==> src/rtl/fpu_pkg.sv <==
// Shared FPU definitions: default format, sequencer states, flag positions,
// special encodings and the unpacked-operand record with its unpack helper.
package fpu_pkg;

   localparam int FPU_EXP_W = 8;
   localparam int FPU_MAN_W = 23;
   localparam int FPU_W     = 1 + FPU_EXP_W + FPU_MAN_W;
   localparam int FPU_EXT_W = FPU_MAN_W + 4;

   typedef enum logic [2:0] {
      ST_IDLE,
      ST_ALIGN,
      ST_ADD,
      ST_NORM,
      ST_ROUND,
      ST_DONE
   } state_t;

   localparam int FLAG_INVALID   = 3;
   localparam int FLAG_OVERFLOW  = 2;
   localparam int FLAG_UNDERFLOW = 1;
   localparam int FLAG_INEXACT   = 0;

   localparam logic [3:0] FLAGS_NONE    = 4'b0000;
   localparam logic [3:0] FLAGS_INVALID = 4'(1 << FLAG_INVALID);
   localparam logic [3:0] FLAGS_INEXACT = 4'(1 << FLAG_INEXACT);
   localparam logic [3:0] FLAGS_OVF     = 4'((1 << FLAG_OVERFLOW) | (1 << FLAG_INEXACT));
   localparam logic [3:0] FLAGS_UNF     = 4'((1 << FLAG_UNDERFLOW) | (1 << FLAG_INEXACT));

   localparam logic [FPU_W-1:0] QNAN    = {1'b0, {FPU_EXP_W{1'b1}}, 1'b1, {(FPU_MAN_W-1){1'b0}}};
   localparam logic [FPU_W-2:0] INF_MAG = {{FPU_EXP_W{1'b1}}, {FPU_MAN_W{1'b0}}};

   typedef struct packed {
      logic                 sign;
      logic [FPU_EXP_W-1:0] exp;
      logic [FPU_EXT_W-1:0] man;
      logic                 is_zero;
      logic                 is_inf;
      logic                 is_nan;
   } operand_t;

   // Subnormals are treated as zero: their extended mantissa is forced to 0.
   function automatic operand_t unpack_op(input logic [FPU_W-1:0] v, input logic flip);
      operand_t             o;
      logic [FPU_EXP_W-1:0] e;
      logic [FPU_MAN_W-1:0] f;
      e         = v[FPU_W-2:FPU_MAN_W];
      f         = v[FPU_MAN_W-1:0];
      o.sign    = v[FPU_W-1] ^ flip;
      o.exp     = e;
      o.is_zero = (e == '0);
      o.is_inf  = (e == '1) && (f == '0);
      o.is_nan  = (e == '1) && (f != '0);
      o.man     = o.is_zero ? '0 : {1'b1, f, 3'b000};
      return o;
   endfunction

endpackage

==> src/rtl/fpu_alu_big.sv <==
// Combinational sign-magnitude adder/subtractor; result magnitude keeps the carry bit.
module fpu_alu_big
   import fpu_pkg::*;
#(
   parameter int WIDTH = FPU_EXT_W
) (
   input  logic             op,
   input  logic             a_sign,
   input  logic [WIDTH-1:0] a_mag,
   input  logic             b_sign,
   input  logic [WIDTH-1:0] b_mag,
   output logic             r_sign,
   output logic [WIDTH:0]   r_mag
);

   logic b_eff;

   always_comb begin
      b_eff  = b_sign ^ op;
      r_sign = a_sign;
      r_mag  = '0;
      if (a_sign == b_eff) begin
         r_mag  = {1'b0, a_mag} + {1'b0, b_mag};
         r_sign = a_sign;
      end else if (a_mag >= b_mag) begin
         r_mag  = {1'b0, a_mag - b_mag};
         r_sign = a_sign;
      end else begin
         r_mag  = {1'b0, b_mag - a_mag};
         r_sign = b_eff;
      end
   end

endmodule

==> src/rtl/fpu_addsub_seq.sv <==
// Multi-cycle IEEE-754 add/sub sequencer (align, add, normalize, round, pack).
// Define FPU_RNE_EN for round-to-nearest-even; otherwise results are truncated.
module fpu_addsub_seq
   import fpu_pkg::*;
#(
   parameter int EXP_W = FPU_EXP_W,
   parameter int MAN_W = FPU_MAN_W
) (
   input  logic                       clk,
   input  logic                       rst_n,
   input  logic                       in_valid,
   output logic                       in_ready,
   input  logic                       in_op,
   input  logic [EXP_W+MAN_W:0]       in_a,
   input  logic [EXP_W+MAN_W:0]       in_b,
   output logic                       out_valid,
   input  logic                       out_ready,
   output logic [EXP_W+MAN_W:0]       out_result,
   output logic [3:0]                 out_flags
);

   localparam int W     = 1 + EXP_W + MAN_W;
   localparam int EXT_W = MAN_W + 4;
   localparam int XE_W  = EXP_W + 1;

   localparam logic [EXP_W-1:0] D_MAX   = EXP_W'(MAN_W + 3);
   localparam logic [XE_W-1:0]  EXP_MAX = {1'b0, {EXP_W{1'b1}}};
   localparam logic [XE_W-1:0]  EXP_ONE = XE_W'(1);

   state_t             state_reg;
   logic               in_ready_reg;
   logic               out_valid_reg;
   logic [W-1:0]       result_reg;
   logic [3:0]         flags_reg;
   logic               a_sign_reg;
   logic               b_sign_reg;
   logic [EXT_W-1:0]   a_man_reg;
   logic [EXT_W-1:0]   b_man_reg;
   logic [XE_W-1:0]    exp_reg;
   logic [EXP_W-1:0]   d_reg;
   logic [EXT_W:0]     mag_reg;
   logic               sign_reg;

   operand_t           op_a;
   operand_t           op_b;
   logic               swap;
   logic               special_hit;
   logic [W-1:0]       special_result;
   logic [3:0]         special_flags;

   logic               alu_sign;
   logic [EXT_W:0]     alu_mag;

   logic [MAN_W:0]     rnd_man;
   logic               rnd_g;
   logic               rnd_r;
   logic               rnd_s;
   logic               rnd_inc;
   logic [MAN_W+1:0]   rnd_sum;
   logic [MAN_W-1:0]   rnd_frac;
   logic [XE_W-1:0]    rnd_exp;

   assign in_ready   = in_ready_reg;
   assign out_valid  = out_valid_reg;
   assign out_result = result_reg;
   assign out_flags  = flags_reg;

   // b carries the subtract already folded into its sign, so the datapath only adds.
   fpu_alu_big #(.WIDTH(EXT_W)) u_alu (
      .op     (1'b0),
      .a_sign (a_sign_reg),
      .a_mag  (a_man_reg),
      .b_sign (b_sign_reg),
      .b_mag  (b_man_reg),
      .r_sign (alu_sign),
      .r_mag  (alu_mag)
   );

   always_comb begin
      op_a           = unpack_op(in_a, 1'b0);
      op_b           = unpack_op(in_b, in_op);
      swap           = op_b.exp > op_a.exp;
      special_hit    = 1'b1;
      special_result = '0;
      special_flags  = FLAGS_NONE;
      if (op_a.is_nan || op_b.is_nan) begin
         special_result = QNAN;
      end else if (op_a.is_inf && op_b.is_inf && (op_a.sign != op_b.sign)) begin
         special_result = QNAN;
         special_flags  = FLAGS_INVALID;
      end else if (op_a.is_inf) begin
         special_result = {op_a.sign, INF_MAG};
      end else if (op_b.is_inf) begin
         special_result = {op_b.sign, INF_MAG};
      end else if (op_a.is_zero && op_b.is_zero) begin
         special_result = {op_a.sign & op_b.sign, {(W-1){1'b0}}};
      end else begin
         special_hit = 1'b0;
      end
   end

   always_comb begin
      rnd_man = mag_reg[EXT_W-1:3];
      rnd_g   = mag_reg[2];
      rnd_r   = mag_reg[1];
      rnd_s   = mag_reg[0];
`ifdef FPU_RNE_EN
      rnd_inc = rnd_g & (rnd_r | rnd_s | rnd_man[0]);
`else
      rnd_inc = 1'b0;
`endif
      rnd_sum = {1'b0, rnd_man} + {{(MAN_W+1){1'b0}}, rnd_inc};
      if (rnd_sum[MAN_W+1]) begin
         rnd_frac = rnd_sum[MAN_W:1];
         rnd_exp  = exp_reg + EXP_ONE;
      end else begin
         rnd_frac = rnd_sum[MAN_W-1:0];
         rnd_exp  = exp_reg;
      end
   end

   always_ff @(posedge clk) begin
      if (!rst_n) begin
         state_reg     <= ST_IDLE;
         in_ready_reg  <= 1'b1;
         out_valid_reg <= 1'b0;
         result_reg    <= '0;
         flags_reg     <= '0;
         a_sign_reg    <= 1'b0;
         b_sign_reg    <= 1'b0;
         a_man_reg     <= '0;
         b_man_reg     <= '0;
         exp_reg       <= '0;
         d_reg         <= '0;
         mag_reg       <= '0;
         sign_reg      <= 1'b0;
      end else begin
         case (state_reg)
            ST_IDLE: begin
               if (in_valid && in_ready_reg) begin
                  in_ready_reg <= 1'b0;
                  if (special_hit) begin
                     result_reg    <= special_result;
                     flags_reg     <= special_flags;
                     out_valid_reg <= 1'b1;
                     state_reg     <= ST_DONE;
                  end else begin
                     if (swap) begin
                        a_sign_reg <= op_b.sign;
                        a_man_reg  <= op_b.man;
                        b_sign_reg <= op_a.sign;
                        b_man_reg  <= op_a.man;
                        exp_reg    <= {1'b0, op_b.exp};
                        d_reg      <= op_b.exp - op_a.exp;
                     end else begin
                        a_sign_reg <= op_a.sign;
                        a_man_reg  <= op_a.man;
                        b_sign_reg <= op_b.sign;
                        b_man_reg  <= op_b.man;
                        exp_reg    <= {1'b0, op_a.exp};
                        d_reg      <= op_a.exp - op_b.exp;
                     end
                     state_reg <= ST_ALIGN;
                  end
               end
            end
            ST_ALIGN: begin
               if (d_reg > D_MAX) begin
                  // Whole of B would fall below S anyway; keep only its sticky.
                  b_man_reg <= {{(EXT_W-1){1'b0}}, |b_man_reg};
                  d_reg     <= '0;
                  state_reg <= ST_ADD;
               end else if (d_reg == '0) begin
                  state_reg <= ST_ADD;
               end else begin
                  b_man_reg <= {1'b0, b_man_reg[EXT_W-1:2], b_man_reg[1] | b_man_reg[0]};
                  d_reg     <= d_reg - 1'b1;
               end
            end
            ST_ADD: begin
               mag_reg   <= alu_mag;
               sign_reg  <= alu_sign;
               state_reg <= ST_NORM;
            end
            ST_NORM: begin
               if (mag_reg == '0) begin
                  result_reg    <= '0;
                  flags_reg     <= FLAGS_NONE;
                  out_valid_reg <= 1'b1;
                  state_reg     <= ST_DONE;
               end else if (mag_reg[EXT_W]) begin
                  mag_reg   <= {1'b0, mag_reg[EXT_W:2], mag_reg[1] | mag_reg[0]};
                  exp_reg   <= exp_reg + EXP_ONE;
                  state_reg <= ST_ROUND;
               end else if (mag_reg[EXT_W-1]) begin
                  state_reg <= ST_ROUND;
               end else if (exp_reg > EXP_ONE) begin
                  mag_reg <= {mag_reg[EXT_W-1:0], 1'b0};
                  exp_reg <= exp_reg - EXP_ONE;
               end else begin
                  result_reg    <= {sign_reg, {(W-1){1'b0}}};
                  flags_reg     <= FLAGS_UNF;
                  out_valid_reg <= 1'b1;
                  state_reg     <= ST_DONE;
               end
            end
            ST_ROUND: begin
               if (rnd_exp >= EXP_MAX) begin
                  result_reg <= {sign_reg, {EXP_W{1'b1}}, {MAN_W{1'b0}}};
                  flags_reg  <= FLAGS_OVF;
               end else begin
                  result_reg <= {sign_reg, rnd_exp[EXP_W-1:0], rnd_frac};
                  flags_reg  <= (rnd_g | rnd_r | rnd_s) ? FLAGS_INEXACT : FLAGS_NONE;
               end
               out_valid_reg <= 1'b1;
               state_reg     <= ST_DONE;
            end
            ST_DONE: begin
               if (out_ready) begin
                  out_valid_reg <= 1'b0;
                  in_ready_reg  <= 1'b1;
                  state_reg     <= ST_IDLE;
               end
            end
            default: begin
               state_reg    <= ST_IDLE;
               in_ready_reg <= 1'b1;
            end
         endcase
      end
   end

endmodule

==> config.mk <==
export PLATFORM = sky130hd
export DESIGN_NAME = fpu_addsub_seq
export DESIGN_NICKNAME = d
export VERILOG_FILES = /design/src/rtl/fpu_pkg.sv /design/src/rtl/fpu_alu_big.sv /design/src/rtl/fpu_addsub_seq.sv
export SDC_FILE = /design/constraint.sdc
export NUM_CORES = 1
export LEC_CHECK = 0
export BUFFER_PORTS_ARGS = -buffer_cell sky130_fd_sc_hd__buf_2
export CORE_UTILIZATION = 50
export DETAILED_ROUTE_END_ITERATION = 8
export GPL_TIMING_DRIVEN = 0
export MAX_ROUTING_LAYER = met4
export PLACE_DENSITY = 0.69
export SLEW_MARGIN = 20
export SYNTH_ARGS = -nofsm -noshare
export SYNTH_HDL_FRONTEND = slang
export SYNTH_SLANG_ARGS = --single-unit
==> constraint.sdc <==
create_clock -name clk -period 4.1 [get_ports clk]
set_clock_uncertainty 0.05 [all_clocks]
set_input_delay 0.41 -clock clk [delete_from_list [all_inputs] [get_ports clk]]
set_output_delay 0.41 -clock clk [all_outputs]
set_load 0.05 [all_outputs]
Word level (Yosys, flattened, before mapping). Cells that the tools add are included.

Add/subtract/negate cells: 8. Multiply operators: 0. Div/mod/pow operators: 0. $lt $le $gt $ge: 5. Equal/unequal tests: 22. Shift operators: 0. Mux-type cells: 84. Bitwise gates (word level): 8. Reductions and logical operators: 34.

Operators with widths (number): two-way mux 32 bit (11); two-way mux 27 bit (12); one-hot mux 32 bit (3 select lines) (1); two-way mux 28 bit (2); one-hot mux 28 bit (2 select lines) (1); two-way mux 9 bit (6); one-hot mux 27 bit (2 select lines) (1); subtractor 27 bit (2); two-way mux 8 bit (6); logical NOT 23 bit (2); nonzero test 23 bit (2); two-way mux 4 bit (8); two-way mux 31 bit (1); two-way mux 3 bit (10); adder 27 x 27 -> 28 bit (1); logical NOT 28 bit (1); >= comparator 27 bit (1); OR reduction 27 bit (1); logical NOT 8 bit (3); inequality test 3 bit (second input constant) (7); two-way mux 1 bit (19); one-hot mux 3 bit (6 select lines) (1); one-hot mux 9 bit (2 select lines) (1); equality test 8 bit (second input constant) (2); other kinds (35) (59).

Bits in registers: 143. Latch bits: 0. Bits in writable memories: 0. Memory bits (read-only): 0. Bits of input ports: 69. Output and inout port bits: 38. Logic and storage cells: 175. Memories kept: 0.

Logic depth before layout (Yosys ltp). Gate-level depths: netlist of the first run.

Word-level depth: 10. Gate-level depth with buffers: 15. Mapped depth without buffers: 13.

Hierarchy. Synthesis of the first run repeated with hierarchy kept, for this count alone.

Cell total of the unflattened synthesis: 1706. Area total of the unflattened synthesis: 12597.1 um^2.

By module, submodules not included: fpu_addsub_seq (times used 1, cells an instance 1054, area an instance 8187.9 um^2); fpu_alu_big (times used 1, cells an instance 652, area an instance 4409.2 um^2).

Worst setup path after synthesis of the first run. No wires, ideal clock.

Path type: input -> register. From: input port in_b[23]. To: register d_reg[5]. Library setup time: 127 ps. Data arrival time: 3107 ps. Required time: 3923 ps. Path slack: 816 ps. Stages: 13. Cells stage by stage: inv_1 -> ha_1 -> fa_1 -> nor2b_1 -> o21a_1 -> o21a_1 -> o21ai_0 -> o21ai_1 -> mux2_2 -> o31ai_1 -> nand3b_1 -> nor4_1 -> or3_1.

Longest elaborated chain between the ends: 9.

RTL lines: from (decl) (line fpu_addsub_seq.sv:15) `input logic [EXP_W+MAN_W:0] in_b,`; logical NOT 8 bit (line fpu_pkg.sv:51) `o.is_zero = (e == '0);`; logical AND 1 bit (line fpu_addsub_seq.sv:95) `end else if (op_a.is_zero && op_b.is_zero) begin`; two-way mux 1 bit (line fpu_addsub_seq.sv:95); two-way mux 1 bit (line fpu_addsub_seq.sv:93) `end else if (op_b.is_inf) begin`; two-way mux 1 bit (line fpu_addsub_seq.sv:91) `end else if (op_a.is_inf) begin`; two-way mux 1 bit (line fpu_addsub_seq.sv:88) `end else if (op_a.is_inf && op_b.is_inf && (op_a.sign != op_b.sign)) begin`; two-way mux 1 bit (line fpu_addsub_seq.sv:86) `if (op_a.is_nan || op_b.is_nan) begin`; inequality test 2 bit (no source line); AND reduction 4 bit (no source line); to (signal assigned) (line fpu_addsub_seq.sv:154) `d_reg <= op_b.exp - op_a.exp;`; to (signal assigned) (line fpu_addsub_seq.sv:161) `d_reg <= op_a.exp - op_b.exp;`; to (signal assigned) (line fpu_addsub_seq.sv:177) `d_reg <= d_reg - 1'b1;`; to (decl) (line fpu_addsub_seq.sv:40) `logic [EXP_W-1:0] d_reg;`.

Parallel ways exist; a longest one is shown, timed or not. The select of a mux whose other input is x is not followed. A chain may end at the register's enable or synchronous reset.

Worst setup path in the final report of the first run.
From: register b_man_reg[8]. To: register mag_reg[12].

Longest elaborated chain between the ends: 4.

RTL lines: from (decl) (line fpu_addsub_seq.sv:38) `logic [EXT_W-1:0] b_man_reg;`; from (signal assigned) (line fpu_addsub_seq.sv:152) `b_man_reg <= op_a.man;`; from (signal assigned) (line fpu_addsub_seq.sv:159) `b_man_reg <= op_b.man;`; from (signal assigned) (line fpu_addsub_seq.sv:170) `b_man_reg <= {{(EXT_W-1){1'b0}}, |b_man_reg};`; subtractor 27 bit, or another cell as far along (line fpu_alu_big.sv:29) `r_mag = {1'b0, b_mag - a_mag};`; two-way mux 27 bit (line fpu_alu_big.sv:25) `end else if (a_mag >= b_mag) begin`; two-way mux 28 bit (*) (line fpu_alu_big.sv:22) `if (a_sign == b_eff) begin`; one-hot mux 28 bit (2 select lines) (*) (line fpu_addsub_seq.sv:138) `case (state_reg)`; to (signal assigned) (line fpu_addsub_seq.sv:181) `mag_reg <= alu_mag;`; to (signal assigned) (line fpu_addsub_seq.sv:192) `mag_reg <= {1'b0, mag_reg[EXT_W:2], mag_reg[1] | mag_reg[0]};`; to (signal assigned) (line fpu_addsub_seq.sv:198) `mag_reg <= {mag_reg[EXT_W-1:0], 1'b0};`; to (decl) (line fpu_addsub_seq.sv:41) `logic [EXT_W:0] mag_reg;`.

Mark *: on every way between the ends. The rest lies on a longest branch, timed or not.

==> results of run 1 <==
where the power goes:
| group | total, uW | internal [uW] | leakage [uW] | switching (uW) |
|---|---|---|---|---|
| clock | 1590 | 828 | 0.000297 | 758 |
| sequential | 2170 | 1700 | 0.00114 | 472 |
| combinational | 7670 | 2500 | 0.00403 | 5160 |
repair_timing:
item                       in CTS  in global routing
setup endpoints to repair       1                 14
pin swaps                       0                  1
hold buffers                    0                  0
resized for setup               1                  8
setup buffers                   0                  2
critical path, cell delays in order (launching register included):
cell and delay (ns):
dfxtp_1 0.52, ha_1 0.29, clkbuf_1 0.26, a21oi_1 0.20, o21a_1 0.20, nand3_2 0.12, a21oi_2 0.36, o2111ai_4 0.24
nand2_1 0.29, buf_2 0.33, nor2_1 0.09, o31ai_1 0.33, mux2i_2 0.42, a211oi_1 0.09
cell usage in the layout, fill, tap and decap left out, types with 18 or more instances in the layout:
cell type,Yosys,final
xnor2_1,20,20
nor4_1,37,36
a22oi_1,39,39
a221oi_1,41,41
buf_2,5,111
a21o_1,18,18
a211oi_1,35,34
nand3_1,32,32
nand4_1,25,25
inv_1,97,97
nand2b_1,18,18
nand2_1,121,121
nor2_1,169,169
a31oi_1,48,48
nor3_1,62,62
a21oi_1,137,137
clkbuf_1,100,98
o221ai_1,24,24
ha_1,99,99
o21ai_0,119,119
dfxtp_1,140,139
and3_1,32,32
how the worst min path moves through the flow:
stage / endpoint / start / slack, ns / cells past startpoint
detailed placement: out_result[25] / out_result[25] / 0.42 / 2
CTS: in_ready / out_ready / 0.27 / 4
global placement: out_flags[0] / out_flags[0] / 0.42 / 2
floorplan: mag_reg[1] / mag_reg[1] / 0.41 / 2
global route: in_ready / out_ready / 0.29 / 4
finish: in_ready / out_ready / 0.27 / 4
routing by layer:
metal / share of wire (%) / vias up
met2: 41 / 952
met4: 4.3 / 0
met3: 11 / 123
li1: - / 6306
met5: 0 / -
met1: 44 / 6514
through the flow:
step | hold slack [ns] | util (%) | TNS, ns | instances
floorplan | 0.409 | - | 0 | 1629
global route | 0.290 | 58.5 | 0 | 2081
global placement | 0.419 | 55.6 | -0.0421 | 2048
CTS | 0.266 | 58.3 | 0 | 2080
detailed placement | 0.422 | 55.6 | -0.0228 | 2048
finish | 0.273 | 58.5 | 0 | 2081
area by class of cell:
type                       instances  area share (%)
clock buffer                      17            3.16
tap                              313            2.91
timing repair buffer             108            4.06
sequential                       140            20.9
inverter                          97            2.71
clock inverter                    15            1.39
multi-input combinational       1278            61.6
buffer                           113            3.32
logic make-up after synthesis:
family	after synthesis
AO/OA/AOI/OAI	571
XOR/XNOR	24
adder cells (fa/ha/maj)	103
buffers and inverters	211
flip-flops	140
multiplexers	26
AND/OR/NAND/NOR	554
==> results.txt, run 1 <==
- STA puts the critical path data arrival time at 4.19 ns.
* Post-synth EDFFs: 0
- The most common cell in the synthesized netlist is nor2_1.
* Length in cells of the worst reg-to-reg path: 13
- Measured along the y axis, the die boundary spans about 160 um.
- Routed len/inst: between 20 and 25 um
* Area grow syn2layout: 13.4%
- The count of buffers added on input and output ports is around 110.
* Yosys warnings: 0
- First-pass detailed-route iteration total: 8
* Global-route usage over all layers: ~42%
- Pwr Density: between 800 and 900 mW/mm^2
- met2 is the most crowded layer.
- Routed via count: 13900
* Number of flip-flops under the largest register name: 32
- OpenSTA, run right after detailed placement, puts the worst setup slack at -0.0228 ns.
- Crit path max fanout: 10
- Summing all multi-input logic gate instances after layout gives 0.00828 sq mm.
* Clock transition at path regs: ~0.070 ns
- Crit path from: b_man_reg[8]
* Crit start category: register
- Cell area after placement: 0.0128 sq mm
* Via count of the first global-routing pass: approximately 13000
- Minimum clock period: ~4 ns
- Drt via density: ~6.7
* Iter 0 DRT Violations: about 1900
- Netlist Area Pre-Place: 0.0119 sq mm
- Adder-cell share of the synthesized area: roughly 11%
- Area of the die: 0.0243 sq mm
* Slew Limit Headroom: 29.3%
- The core region is approximately 0.023 sq mm.
- The finished cells cover around 0.013 sq mm.
- Net count after synthesis: around 1800
* Ys async rst share: 0%
- Initial standard-cell utilization of the core: 51.6%
- Area share of and/or/nand/nor cells after synthesis: between 20% and 30%
* Area share of the largest cell type after synthesis: roughly a quarter
* Number of setup violations in the final report: 0
- Averaged over all synthesized cells, the footprint is between 7 and 8 sq um.
- Endpoint required time on the critical path: 4.33 ns
* Sequential-to-total area share from yosys stat: a little under a quarter
- Top_reg_cell synth: dfxtp_1
* Mux contribution to synthesized area: 2.26%
- Post-route antenna net violation count: 0
- Min setup slack post-route: ~0.15 ns
* Actual transition at the worst max-transition pin: 1.05 ns
- The number of antenna diodes in the final layout is 0.
- After synthesis, the netlist uses 74 different library cells.
- The critical path is of the register to register type.
- Overall power consumption after layout is estimated at 11400 uW.
* Number of levels in the clock H-tree: 4
* Met3 global-route usage: 7.56%
- Of all cell types, the one taking the most synthesized area is dfxtp_1.
- Fill cells in the final layout number between 2000 and 2500.
* Syn Inst Count: 1629
- Setup repair after global routing left no endpoint under its margin.
- The floorplan has 55 rows.
* Classification of the worst-slack hold path: input pin to register
- TritonCTS built the clock tree.
* Leading post-synthesis cells by cell area: dfxtp_1, ha_1, a21oi_1
* Clock latency at the later pin of the worst-skew pair: ~0.44 ns
- Largest net degree at the start of global routing: 19
- Sink Count: between 100 and 150
- Width of the chip: 156 um
* Max Cap Viol: 0
* Number of synthesized register bits: 140
* Ports: roughly 110
- The flow ran to the end, and the final reports show no timing, DRC or antenna violations.
- Number of endpoints with negative hold slack in the final report: 0
* Static power due to leakage: approximately 0.0055 uW
- Gp weighted congestion: about 1.0
- After layout, the worst path uses between 90% and 100% of the clock period.
* Routing usage on met1: between 50 and 60%
- Kind of capture point of the worst setup path: register
* Max Clock Freq: ~250 MHz
- Max Root-Sink Buffers: 2
- Synthesized-area fraction occupied by xor and xnor cells: 1.77%
* Complex-gate fraction of the synthesized area: 31.8%
* Register-to-Register Setup Slack: 0.15 ns
* Termination of the worst setup path: mag_reg[12]
* Cts bufs inserted: 17
* FF+latch area: 0.00280 sq mm
* Worst reg2reg endpoint: mag_reg[12]
- Antenna violations before repair: 0
* Nets: a little under 2000
* Clock Root Buffer: clkbuf_16
* Detailed-placement wirelength estimate: 38800 um
- Met2 Resource Use GR: 59.2%
* First-pass GRT wire length: approximately 75000 um
- Main combinational cell family by area after synthesis: compound AO/OA/AOI/OAI gates
- By count the netlist is led by nor2_1, dfxtp_1, a21oi_1, nand2_1, o21ai_0.
* Max Slew Vio Count: 0
- Grt ovf: 0
- Total wirelength of the detailed-routed design: ~50000 um
- Cells with a size suffix above 1 make up slightly above 10% of the layout.
- After detailed routing, the number of remaining DRC violations is 0.
- The worst register-to-register path begins at b_man_reg[8].
* IR Drop Worst-Case VDD: 395 uV
No activity file was read; power rests on OpenSTA's default activity.
==> inputs of run 2 (changes only) <==
--- a/config.mk
+++ b/config.mk
@@ -5,12 +5,13 @@
 export SDC_FILE = /design/constraint.sdc
 export NUM_CORES = 1
 export LEC_CHECK = 0
+export ABC_AREA = 1
 export BUFFER_PORTS_ARGS = -buffer_cell sky130_fd_sc_hd__buf_2
 export CORE_UTILIZATION = 50
 export DETAILED_ROUTE_END_ITERATION = 8
 export GPL_TIMING_DRIVEN = 0
 export MAX_ROUTING_LAYER = met4
-export PLACE_DENSITY = 0.69
+export PLACE_DENSITY = 0.68
 export SLEW_MARGIN = 20
 export SYNTH_ARGS = -nofsm -noshare
 export SYNTH_HDL_FRONTEND = slang
==> results.txt, run 2 <==
- Result of the run: finished, final reports clean
- Multi-input combinational cell area: 0.00887 sq mm (+7.1%)
* Power share of the sequential group: 17.8% (-1.2 points)
- Worst setup timing slack at the placement stage: 1.20 ns (+1.23 ns)
- The library cell used most frequently in the layout, excluding fill and tap cells, is nand2_1.
* Switching share of total power: 56.9% (+0.91 points)
* Register-to-Register Setup Slack: 1.04 ns (+0.90 ns)
- Number of endpoints with negative hold slack in the final report: 0 (unchanged)
- Via count of the first global-routing pass: 13900 (+10%)
- In the synthesized netlist, the cells that appear most often are nand2_1, a21oi_1, inv_1, nor2_1, o21ai_0.
- The fraction of synthesis flops using an asynchronous set or reset pin came to 0% (unchanged).
- Sink Count: 140 (unchanged)
- Ports: 107 (unchanged)
* Finished layout cell area: 0.0149 sq mm (+11%)
* Minimum clock period: 3.06 ns (-0.899 ns)
- Number of levels in the clock H-tree: 4 (unchanged)
* Area grow syn2layout: 12.1%
- Fraction of layout instances using a drive strength above 1: 11.6% (+1.3 points)
- Pwr Density: 892 mW/mm^2 (+5.0%)
- The final setup violation count is 0 (unchanged).
* Syn Inst Count: 2181 (+34%)
- Max Root-Sink Buffers: 2 (unchanged)
- The worst setup path is captured at a register.
- Number of standard-cell rows in the floorplan: 59 (+7.3%)
- The remaining number of nets flagged by the antenna check after routing came to 0 (unchanged).
- The clock edge transition at the registers on the reported setup and hold paths was 0.07 ns (about the same).
* Worst reg2reg endpoint: mag_reg[24]
* Mean area per synthesized cell: 6.09 sq um (-16%)
- In this run the worst setup path begins at a_man_reg[4].
- The final worst setup slack was 1.04 ns (+0.899 ns).
- The relative slew slack was 52.5% (+23 points).
- Antenna violations before repair: 0 (unchanged)
- Actual transition at the worst max-transition pin: 0.707 ns (-0.346 ns)
- The maximum VDD drop was 390 uV (-1.1%).
- The post-CTS setup-driven buffer insertion count was 0 (unchanged).
- Class of the most critical setup path: register to register
- The width of the chip is 165 um (+5.8%).
- The instance area after placement is 0.0142 sq mm (+11%).
- Crit start category: register
- The tightest min-delay check is of the input pin to register type.
- The data arrival at the endpoint of the critical path came to 3.34 ns (-0.85 ns).
- Routed len/inst: 19.0 um (-20%)
- The number of maximum-capacitance constraint violations came to 0 (unchanged).
- The critical path required time came to 4.38 ns (+0.05 ns).
- Grt ovf: 0 (unchanged)
- The final-layout worst hold slack is 0.222 ns (-0.0511 ns).
- The floorplan die area came to 0.0272 sq mm (+12%).
- FF+latch area: 0.00280 sq mm (about the same)
- Setup repair after global routing missed its margin: no
* Netlist cell types: 56 (-24%)
- Total Neg Setup Slack: 0 ns (unchanged)
* Max Slew Vio Count: 0 (unchanged)
- The first-pass GRT wire length was 76800 um (+2.7%).
- Core ar.: 0.0261 sq mm (+13%)
- TritonCTS built the clock tree.
- The total nets after synthesis is 2353 (+31%).
- Reg-to-reg startpoint: a_man_reg[4]
- The placer's final routability congestion estimate is 1.14 (+9.1%).
- Termination of the worst setup path: mag_reg[24]
- The design internal power is 5730 uW (+14%).
- The clock network power share is 13.6% (-0.3 points).
- Post-route DRC violation count: 0 (unchanged)
- First-pass detailed-route iteration total: 6 (-2)
* Yosys warnings: 0 (unchanged)
- Max Clock Freq: 327 MHz (+29%)
- Static power due to leakage: 0.00709 uW (+30%)
* Drt via density: 5.88 (-12%)
* Routed via count: 15600 (+12%)
* Die Height: 165 um (+5.8%)
- The pin count of the biggest net entering global routing is 17 (-2).
- Length in cells of the worst reg-to-reg path: 15 (+2)
- By area the synthesized netlist is led by dfxtp_1, nand2_1, a21oi_1.
- Of all cell types, the one taking the most synthesized area is dfxtp_1.
- Number of inserted diodes: 0 (unchanged)
- The number of resized instances in the post-cts repair step came to 0 (-1).
- Detailed-placement wirelength estimate: 40900 um (+5.3%)
- The count of state elements after synthesis was 140 (unchanged).
- The total clock buffers created by CTS came to 17 (unchanged).
- The final routed wirelength across all metal layers was 50300 um (+2.5%).
- Part of the cycle the worst path needs: 74.5% (-22 points)
* Top_reg_cell synth: dfxtp_1
- Crit path max fanout: 6 (-4)
- Post-synth EDFFs: 0 (unchanged)
* Most frequent cell after synthesis: nand2_1
- Area share of the largest cell type after synthesis: 21.1% (-2.5 points)
- The summed instance area of the synthesized netlist is 0.0133 sq mm (+12%).
* Final core occ: 57.2% (-1.3 points)
* Initial standard-cell utilization of the core: 51.0% (-0.61 points)
- The number of flip-flops under the largest register name came to 32 (unchanged).
- Combinational group share of total power: 68.6% (+1.5 points)
- Filler cell count: 2676 (+19%)
- Nets: 2477 (+29%)
* P_sw: 7560 uW (+18%)
- Clock latency at the later pin of the worst-skew pair: 0.43 ns (about the same)
- The sequential cell area fraction in the yosys report is 21.1% (-2.5 points).
- Most used cells in the layout excluding fill and tap cells: nand2_1, a21oi_1, inv_1
* Number of hold-repair buffers added at the cts stage: 0 (unchanged)
- The aggregate global-route resource usage is 38.1% (-3.5 points).
* Clock Root Buffer: clkbuf_16
- Port bufs: 105 (-0.94%)
- The number of DRC markers after the initial detailed-route iteration came to 1529 (-19%).
==> run 2: worst min path at each step <==
| stage | startpoint | endpoint | slack [ns] | depth (start not counted) |
|---|---|---|---|---|
| 3_3_place_gp | out_result[7] | out_result[7] | 0.40 | 2 |
| 4_1_cts | in_b[15] | a_man_reg[18] | 0.22 | 3 |
| 3_5_place_dp | out_result[11] | out_result[11] | 0.40 | 2 |
| 5_1_grt | in_b[15] | a_man_reg[18] | 0.23 | 3 |
| 6_report | in_b[15] | a_man_reg[18] | 0.22 | 3 |
| 2_1_floorplan | sign_reg | sign_reg | 0.39 | 2 |
==> run 2: power by group through the flow <==
stage               Clock (uW)  Sequential [uW]  Combinational, uW
CTS                       1800             2340               8840
floorplan                    0             2280               6250
global route              1860             2410               9920
global placement             0             2340               8700
detailed placement           0             2360               8780
finish                    1810             2360               9120
==> run 2: through the flow <==
stage | total power [uW] | cells
global route | 14200 | 2653
global placement | 11000 | 2621
CTS | 13000 | 2653
finish | 13300 | 2653
detailed placement | 11100 | 2621
floorplan | 8520 | 2181
==> run 2: kinds of logic (layout without fill, tap and decap cells) <==
logic type | after synthesis | after routing | share of synthesized area [%]
buf+inv | 387 | 524 | 12.1
fa+ha+maj | 103 | 103 | 9.92
flops | 140 | 140 | 21.1
compound gates | 599 | 599 | 25.1
mux | 1 | 1 | 0.0753
simple gates | 919 | 919 | 29.6
xor+xnor | 32 | 32 | 2.11
==> run 2: cell type report <==
class,instances,area share (%)
tap,335,2.81
clock buffer,18,2.95
multi-input combinational,1654,59.6
inverter,278,7.00
sequential,140,18.8
timing repair buffer,105,3.53
clock inverter,14,1.54
buffer,109,3.81
==> run 2: per-layer routing <==
layer / up-vias / global-route usage [%] / routed length (um)
met3: 115 / 3.87 / 4040
met2: 815 / 57.1 / 21700
li1: 7518 / - / -
met4: 0 / 17.3 / 2240
met1: 7150 / 51.3 / 22300
met5: - / - / 0
==> run 2: critical path, cell delays in order, from the launching register on <==
cell	delay, ns
dfxtp_1	0.53
inv_1	0.08
ha_1	0.46
inv_1	0.10
nand2_1	0.07
nor2_1	0.04
nor2_1	0.18
inv_2	0.08
a21oi_2	0.26
inv_1	0.09
nand3_1	0.08
nand3_1	0.09
o21ai_0	0.54
nand3_1	0.17
nand2_1	0.09
inv_1	0.05
==> inputs of run 3 (changes only) <==
--- a/config.mk
+++ b/config.mk
@@ -11,7 +11,7 @@
 export DETAILED_ROUTE_END_ITERATION = 8
 export GPL_TIMING_DRIVEN = 0
 export MAX_ROUTING_LAYER = met4
-export PLACE_DENSITY = 0.68
+export PLACE_DENSITY = 0.71
 export SLEW_MARGIN = 20
 export SYNTH_ARGS = -nofsm -noshare
 export SYNTH_HDL_FRONTEND = slang
==> constraint.sdc (replaced) <==
create_clock -name clk -period 2.75 [get_ports clk]
set_clock_uncertainty 0.05 [all_clocks]
set_input_delay 0.275 -clock clk [delete_from_list [all_inputs] [get_ports clk]]
set_output_delay 0.275 -clock clk [all_outputs]
set_load 0.05 [all_outputs]
==> results.txt, run 3 (synthesis gave the netlist of run 2 again) <==
- The number of hold violations in the final report came to 0 (unchanged).
- Initial standard-cell utilization of the core: 51.0% (unchanged)
- The quantity of I/O buffers inserted on ports was 105 (unchanged).
- Total wirelength of the detailed-routed design: 53000 um (+5.4%)
- On the critical path, the stage with the largest delay is an instance of dfxtp_1.
- Drt via density: 5.88 (about the same)
* Gp weighted congestion: 1.01 (-11%)
- Minimum clock period: 2.71 ns (-0.349 ns)
- Fraction of layout instances using a drive strength above 1: 15.3% (+3.7 points)
- The final worst setup slack was 0.0430 ns (-1.00 ns).
- The aggregate global-route resource usage was 39.8% (+1.7 points).
- The worst hold path belongs to the class input pin to register.
- The fill cell instance count of the final layout is 2667 (-0.34%).
- The worst hold path begins at in_b[15].
- IR Drop Worst-Case VDD: 553 uV (+42%)
- CP peak stage delay: 0.47 ns (-0.07 ns)
- Final core occ: 58.8% (+1.6 points)
* Detailed-placement wirelength estimate: 42400 um (+3.8%)
- Area grow syn2layout: 15.3%
- The total clock sinks is 140 (unchanged).
- First-pass GRT wire length: 79700 um (+3.8%)
- Kind of capture point of the worst setup path: register
- Most used cells in the layout excluding fill and tap cells: nand2_1, inv_1, a21oi_1
- Grt ovf: 0 (unchanged)
* Reg-to-reg startpoint: b_man_reg[8]
- Crit path max fanout: 10 (+4)
* Met3 global-route usage: 5.10% (+1.2 points)
- The footprint of the flip-flops and latches was 0.00285 sq mm (+1.6%).
- Iter 0 DRT Violations: 1757 (+15%)
- Via count of the first global-routing pass: 14100 (+1.1%)
* Routed len/inst: 19.9 um (+5.1%)
* Number of inserted diodes: 0 (unchanged)
- Pwr Density: 1360 mW/mm^2 (+52%)
* Number of standard-cell rows in the floorplan: 59 (unchanged)
* Cell-by-cell trace of the critical path: ha_2, buf_4, a21oi_1, o21ai_0, nand2_1, nand2_1, nand2_1, nand3_1, a21oi_1, o21ai_1, nand3_2, nand3_1, nand2_1, inv_1
* Arrival @ worst endpoint: 2.99 ns (-0.35 ns)
- Max Cap Viol: 0 (unchanged)
- The critical path is of the register to register type.
* Count of buffering cells on the critical path with inverters included: 2 (-3)
- Result of the run: finished, final reports clean
- The floorplan die area came to 0.0272 sq mm (unchanged).
- Routed via count: 15600 (+0.16%)
- The layer flagged by global routing as most heavily used is met2.
- Number of levels in the clock H-tree: 4 (unchanged)
- Part of the cycle the worst path needs: 98.4% (+24 points)
* Largest net degree at the start of global routing: 17 (unchanged)
* Slew Limit Headroom: 35.1% (-17 points)
- The chip height is 165 um (unchanged).
- Actual transition at the worst max-transition pin: 0.970 ns (+0.263 ns)
- CTS tree: yes
- Post-route DRC violation count: 0 (unchanged)
* Width of the chip: 165 um (unchanged)
- The leakage power total was 0.00718 uW (+1.2%).
* Ports: 107 (unchanged)
* Number of setup violations in the final report: 0 (unchanged)
- Clock transition at path regs: 0.08 ns (about the same)
- Total Neg Setup Slack: 0 ns (unchanged)
- The remaining number of nets flagged by the antenna check after routing came to 0 (unchanged).
* Most used cell along the critical path: nand2_1
- The critical path starts at b_man_reg[8].
- Core ar.: 0.0261 sq mm (unchanged)
- The total power of the final layout was 20800 uW (+56%).
- The detailed-router iteration count before antenna repair came to 8 (+2).
- Grouping stages by cell kind, the critical path spends the most delay in compound AO/OA/AOI/OAI gates.
- The total clock buffers created by CTS was 17 (unchanged).
- The tree is rooted in a clkbuf_16.
- Routing usage on met1: 51.6% (+0.32 points)
- The number of flip-flops under the largest register name was 32 (unchanged).
* Max Root-Sink Buffers: 2 (unchanged)
* Endpoint required time on the critical path: 3.04 ns (-1.34 ns)
- Crit start category: register
- Setup repair after global routing missed its margin: yes
- The net count of the finished layout is 2484 (+0.28%).
- Max Slew Vio Count: 0 (unchanged)
- The setup slack at placement came to -0.216 ns (-1.42 ns).
- Multi-input combinational cell area: 0.00922 sq mm (+3.9%)
- Clock latency at the later pin of the worst-skew pair: 0.44 ns (about the same)
* Max Clock Freq: 369 MHz (+13%)
- Leaving out fill and tap cells, the most frequent cell in the layout is nand2_1.
* Antenna violations before repair: 0 (unchanged)
- Met2 Resource Use GR: 61.9% (+4.9 points)
- The number of hold-repair buffers added at the cts stage came to 0 (unchanged).
-- run 3: area by class of cell --
type                       instances  area share [%]
buffer                           109            4.02
sequential                       140            18.6
clock buffer                      17            2.78
clock inverter                    14            1.05
timing repair buffer             112            3.85
multi-input combinational       1654            60.1
inverter                         278            6.83
tap                              335            2.73
-- run 3: per-layer routing --
metal  up-vias  share of wire, %
li1       7521                 -
met1      7235                42
met2       741                45
met3       126               8.4
met4         0               4.5
met5         -                 0
-- run 3: path summary, 6_finish.rpt --
path              endpoint  slack, ns  cells after the start
max            mag_reg[23]       0.04                     14
min          a_man_reg[18]       0.07                      3
max reg2reg    mag_reg[23]       0.04                     14
min reg2reg  out_result[1]       0.41                      2
-- run 3: report_power, final --
group          switching, uW  internal, uW  total [uW]
clock network           1040          1350        2390
registers                870          2710        3580
logic                  10000          4770       14800
total                  11900          8830       20800
-- run 3: what timing repair did --
item / in CTS / in global routing
gates cloned: 0 / 0
pin swaps: 4 / 11
setup endpoints to repair: 21 / 26
resized for setup: 34 / 95
setup buffers: 3 / 4
-- run 3: tightest hold or removal path, delay by kind of cell --
family | cells | cell delay [ns]
buf+inv | 1 | 0.10
simple gates | 1 | 0.07
compound gates | 1 | 0.07
-- run 3: per-stage QoR --
stage	area [sq um]	instances	hold slack [ns]
2_1_floorplan	13300	2181	0.385
3_3_place_gp	14200	2621	0.397
3_5_place_dp	14200	2621	0.400
4_1_cts	14900	2655	0.0705
5_1_grt	15300	2659	0.0930
6_report	15300	2659	0.0674
